$ cat src/rtl/timer32_poll_ctrl.sv
// Bus-master sequencer for the 32-bit timer peripheral: programs PERIOD, enables the
// timer, polls CONTROL for the TMR flag, counts events and disables the timer on completion.
module timer32_poll_ctrl #(
    parameter int EVW          = 16,
    parameter bit AUTO_RESTART = 1'b0
) (
    input  logic            clk,
    input  logic            reset,
    input  logic            start,
    input  logic            stop,
    input  logic [31:0]     period_in,
    input  logic [EVW-1:0]  target,
    input  logic [31:0]     t_dout,
    output logic [31:0]     t_din,
    output logic            t_wren,
    output logic            t_rden,
    output logic [1:0]      t_addr,
    output logic            tick,
    output logic [EVW-1:0]  events,
    output logic            running,
    output logic            done
);

    localparam logic [1:0] ADDR_PERIOD  = 2'b01;
    localparam logic [1:0] ADDR_CONTROL = 2'b10;

    typedef enum logic [2:0] {
        S_IDLE,
        S_WR_PER,
        S_WR_CTL,
        S_POLL,
        S_HALT
    } state_t;

    state_t         state, state_nxt;
    logic [31:0]    period_lat, period_nxt;
    logic [EVW-1:0] target_lat, target_nxt;
    logic [EVW-1:0] events_nxt, events_inc;
    logic           done_nxt, tick_nxt;
    logic           stop_pend, stop_pend_nxt;
    logic           tmr_hit;
    logic           dout_unused;

    // Only the TMR flag of the CONTROL read-back matters here.
    assign tmr_hit     = t_dout[1];
    assign dout_unused = ^{t_dout[31:2], t_dout[0]};
    assign events_inc  = events + 1'b1;
    assign running     = (state != S_IDLE);

    always_ff @(posedge clk or negedge reset) begin
        if (!reset) begin
            state      <= S_IDLE;
            period_lat <= '0;
            target_lat <= '0;
            events     <= '0;
            done       <= 1'b0;
            tick       <= 1'b0;
            stop_pend  <= 1'b0;
        end else begin
            state      <= state_nxt;
            period_lat <= period_nxt;
            target_lat <= target_nxt;
            events     <= events_nxt;
            done       <= done_nxt;
            tick       <= tick_nxt;
            stop_pend  <= stop_pend_nxt;
        end
    end

    always_comb begin
        state_nxt     = state;
        period_nxt    = period_lat;
        target_nxt    = target_lat;
        events_nxt    = events;
        done_nxt      = AUTO_RESTART ? 1'b0 : done;
        tick_nxt      = 1'b0;
        stop_pend_nxt = stop_pend;
        t_wren        = 1'b0;
        t_rden        = 1'b0;
        t_addr        = 2'b00;
        t_din         = 32'd0;

        case (state)
            S_IDLE: begin
                if (start) begin
                    period_nxt = period_in;
                    target_nxt = target;
                    events_nxt = '0;
                    done_nxt   = 1'b0;
                    state_nxt  = S_WR_PER;
                end
            end
            S_WR_PER: begin
                t_wren = 1'b1;
                t_addr = ADDR_PERIOD;
                t_din  = period_lat;
                if (stop) stop_pend_nxt = 1'b1;
                state_nxt = S_WR_CTL;
            end
            S_WR_CTL: begin
                t_wren = 1'b1;
                t_addr = ADDR_CONTROL;
                t_din  = 32'h1;
                if (stop) stop_pend_nxt = 1'b1;
                state_nxt = S_POLL;
            end
            S_POLL: begin
                // A stop that arrived while programming skips the read entirely.
                if (stop_pend) begin
                    state_nxt = S_HALT;
                end else begin
                    t_rden = 1'b1;
                    t_addr = ADDR_CONTROL;
                    if (tmr_hit) begin
                        tick_nxt   = 1'b1;
                        events_nxt = events_inc;
                        if (target_lat != '0 && events_inc == target_lat) begin
                            done_nxt = 1'b1;
                            if (AUTO_RESTART) events_nxt = '0;
                            else              state_nxt  = S_HALT;
                        end
                    end
                    if (stop) state_nxt = S_HALT;
                end
            end
            S_HALT: begin
                t_wren        = 1'b1;
                t_addr        = ADDR_CONTROL;
                t_din         = 32'd0;
                stop_pend_nxt = 1'b0;
                state_nxt     = S_IDLE;
            end
            default: state_nxt = S_IDLE;
        endcase
    end

endmodule

$ cat config.mk
export PLATFORM = sky130hd
export DESIGN_NAME = timer32_poll_ctrl
export DESIGN_NICKNAME = d
export VERILOG_FILES = /design/src/rtl/timer32_poll_ctrl.sv
export SDC_FILE = /design/constraint.sdc
export NUM_CORES = 1
export LEC_CHECK = 0
export CORE_MARGIN = 4
export CORE_UTILIZATION = 55
export CTS_CLUSTER_SIZE = 25
export DETAILED_ROUTE_END_ITERATION = 12
export DONT_BUFFER_PORTS = 1
export PLACE_DENSITY = 0.73
export SYNTH_ARGS = -nofsm -noshare
export SYNTH_HDL_FRONTEND = slang
export SYNTH_SLANG_ARGS = --single-unit
$ cat constraint.sdc
create_clock -name clk -period 2.25 [get_ports clk]
set_input_delay 0.45 -clock clk [delete_from_list [all_inputs] [get_ports clk]]
set_output_delay 0.45 -clock clk [all_outputs]
set_load 0.1 [all_outputs]
==> reports/metrics.yaml <==
status:
  status: "finished with violations"
  failed_checks: "negative setup slack"
detailed_routing:
  route.detailed.drc: 0
  antenna_left: 0
  wl_um: 9640
  viasPerCell: 5.97
  vias: 3016
  drt_iter0_drc: 185
  first_pass_iters: 4
  routedWlPerCell_um: 19.1
yosys:
  synth_ff_type: "dfrtp_1"
  synth.cell_area_sq_um: 3740
  syn_nets: 443
  synth-seq-cells: 70
  synth_seq_area_share: 0.469
  synthSimpleGateAreaFrac: 0.202
  synth_adder_area_share: 0.00603
  yosysWarnings: 0
  syn_avg_cell_area_sq_um: 10.4
  synth_compound_area_frac: 0.104
  synth_xor_area_frac: 0.0398
  synth_top_family_by_area: "simple AND/OR/NAND/NOR gates"
  synth_edf_count: 0
  synthMuxAreaShare: 0.145
  synthCells: 358
  ys_types: 52
  async_reset_ff_frac: 1.00
cells_and_area:
  drive_gt1_frac: 0.482
  layout_commonest_cell: "dfrtp_1"
  syn_to_final_growth_pct: 35.2
  final_cells: 505
  fin_nets: 507
  layout_common_cells: "dfrtp_1, mux2_2, buf_4"
  fin_area_sq_um: 5050
sta:
  period_minus_slack_ns: 2.30
  hold_slack_ns: 0.197
  rsz0062_at_grt: "yes"
  period_share: 1.02
  slew_violations: 0
  slew_headroom: 0.717
  hold_viol: 0
  worst_slew_pin_slew_ns: 0.422
  fin_skew_ns: 0.0105
  fmax_ghz: 0.434
  fin_ws_ns: -0.0521
  finalSetupViolCount: 4
clocking:
  numClockSinks: 70
  cts_made_buffers: 9
  cts.path.max_buffers: 2
  tritoncts: "done"
  root_buffer: "clkbuf_8"
  clk_pin_slew_ns: 0.08
  htree_levels: 3
  clkLatencyLatePin_ns: 0.35
grt:
  antenna_found_initial: 1
  grt_max_degree: 71
  overflow: 0
  grt_pass1_wl_um: 15900
  grtUsageTotal: 0.244
  grt_pass1_vias: 3124
floorplanning:
  die_x_um: 90.4
  initial_utilization: 0.579
  ios: 139
  die_y_um: 90.4
  coreArea_sq_um: 6460
  rows: 29
  dieArea_sq_um: 8180
pwr:
  power_uw: 8190
  leakage_uw: 0.00209
  power_density_nw_per_um2: 1620
  max-vdd-ir-drop_v: 0.00108
placement:
  gp_congestion: 0.858
  placed_area_sq_um: 4730
  hpwlAfterDp_um: 6780
  post-place-ws_ns: -0.199
  portBuffers: 0
  place_inst: 483
hold_path:
  hold_path.class: "primary input to register"
flow_run:
  max_cap_viol_count: 0
setup_path:
  worstPathMaxFanout: 4
  crit_path_end_kind: "register"
  arrival_ns: 2.52
  path_class: "register to register"
  startpoint_type: "register"
  cp.required_ns: 2.47
==> path summary, 6_finish.rpt <==
kind / from / to / slack [ns] / depth (start not counted)
worst max-delay path: events[0] / state[1] / -0.05 / 8
worst min-delay path: t_dout[1] / state[1] / 0.20 / 1
worst max register to register: events[0] / state[1] / -0.05 / 8
worst min register to register: period_lat[15] / period_lat[15] / 0.50 / 1
max in group asynchronous: reset / events[3] / 1.28 / 2
min in group asynchronous: reset / period_lat[1] / 0.64 / 2
==> registers in the layout, summed over array words and instances (netlist names) <==
register    flops
events         16
state           3
target_lat     16
tick            1
done            1
stop_pend       1
period_lat     32
==> layer usage <==
| metal | up-vias | GRT usage | wire length [um] |
|---|---|---|---|
| li1 | 1407 | - | - |
| met1 | 1462 | 0.291 | 3800 |
| met2 | 128 | 0.403 | 4770 |
| met3 | 19 | 0.0833 | 834 |
| met4 | 0 | 0.101 | 231 |
| met5 | - | 0 | 0 |
==> cells by family after synthesis <==
group                      Yosys count
and+or+nand+nor                    129
DFF                                 70
AOI/OAI and AO/OA                   63
muxes                               48
buffers and inverters               29
xor gates and xnor gates            17
adders and majority gates            2
==> repair_timing <==
action,4_1_cts,5_1_grt
setup endpoints to repair,33,30
endpoints found under the hold margin,70,0
pin swaps,13,2
gates resized for setup,10,1
setup buffers,3,0
hold buffers,2,0
==> metrics by stage <==
stage / util / setup TNS, ns
after global routing: 0.782 / -0.861
final: 0.782 / -0.137
after floorplan: - / -6.76
after global placement: 0.732 / -0.525
after detailed placement: 0.732 / -0.681
after CTS: 0.781 / -0.0214
==> final cells by class <==
cell class                 count  area [sq um]
sequential                    70          1790
antenna                        1          2.50
clock buffer                  11           141
fill                         415          1410
multi-input combinational    259          2010
timing repair buffer          75           920
inverter                       7          26.3
tap                           77          96.3
clock inverter                 5          58.8
==> power by group <==
part           switching, uW  leakage, uW  internal (uW)
registers                432     0.000840           1770
clock network            500    0.0000955            543
logic                   3130      0.00116           1820
==> worst max-delay path: stages (launching register included) <==
cell and delay, ns:
dfrtp_4 0.50, buf_4 0.17, and4_1 0.24, nand3_1 0.11, nand4_1 0.10, a2111oi_0 0.41, nand4_1 0.25, nor4_4 0.26
a31oi_1 0.13
==> cell usage after synthesis (2+ instances only) <==
cell       count  share of area
nor4_4         2          0.011
and2_1        32          0.054
buf_4          2         0.0040
nand2b_1       3         0.0050
nand2_1       30          0.030
xor2_1         5          0.012
nand4_1        6          0.010
and3_1         4         0.0067
or3_1          2         0.0033
xnor2_1       12          0.028
a2111oi_0      2         0.0047
a21oi_1        6         0.0080
nor2b_1        2         0.0033
nand3b_1       3         0.0060
mux2_2        48           0.14
o31ai_1        5          0.010
o2111ai_1      2         0.0047
clkbuf_1      13          0.013
buf_2          5         0.0067
nand3_2        2         0.0054
nor3_1         3         0.0040
o21ai_0       28          0.037
nand3_1        8          0.011
nor4_1         5         0.0084
a31oi_1        7          0.012
nor2_1        17          0.017
nor4_2         2         0.0067
a22o_1         3         0.0070
dfrtp_1       70           0.47
inv_1          7         0.0070
Power figures use the tool's default switching activity.
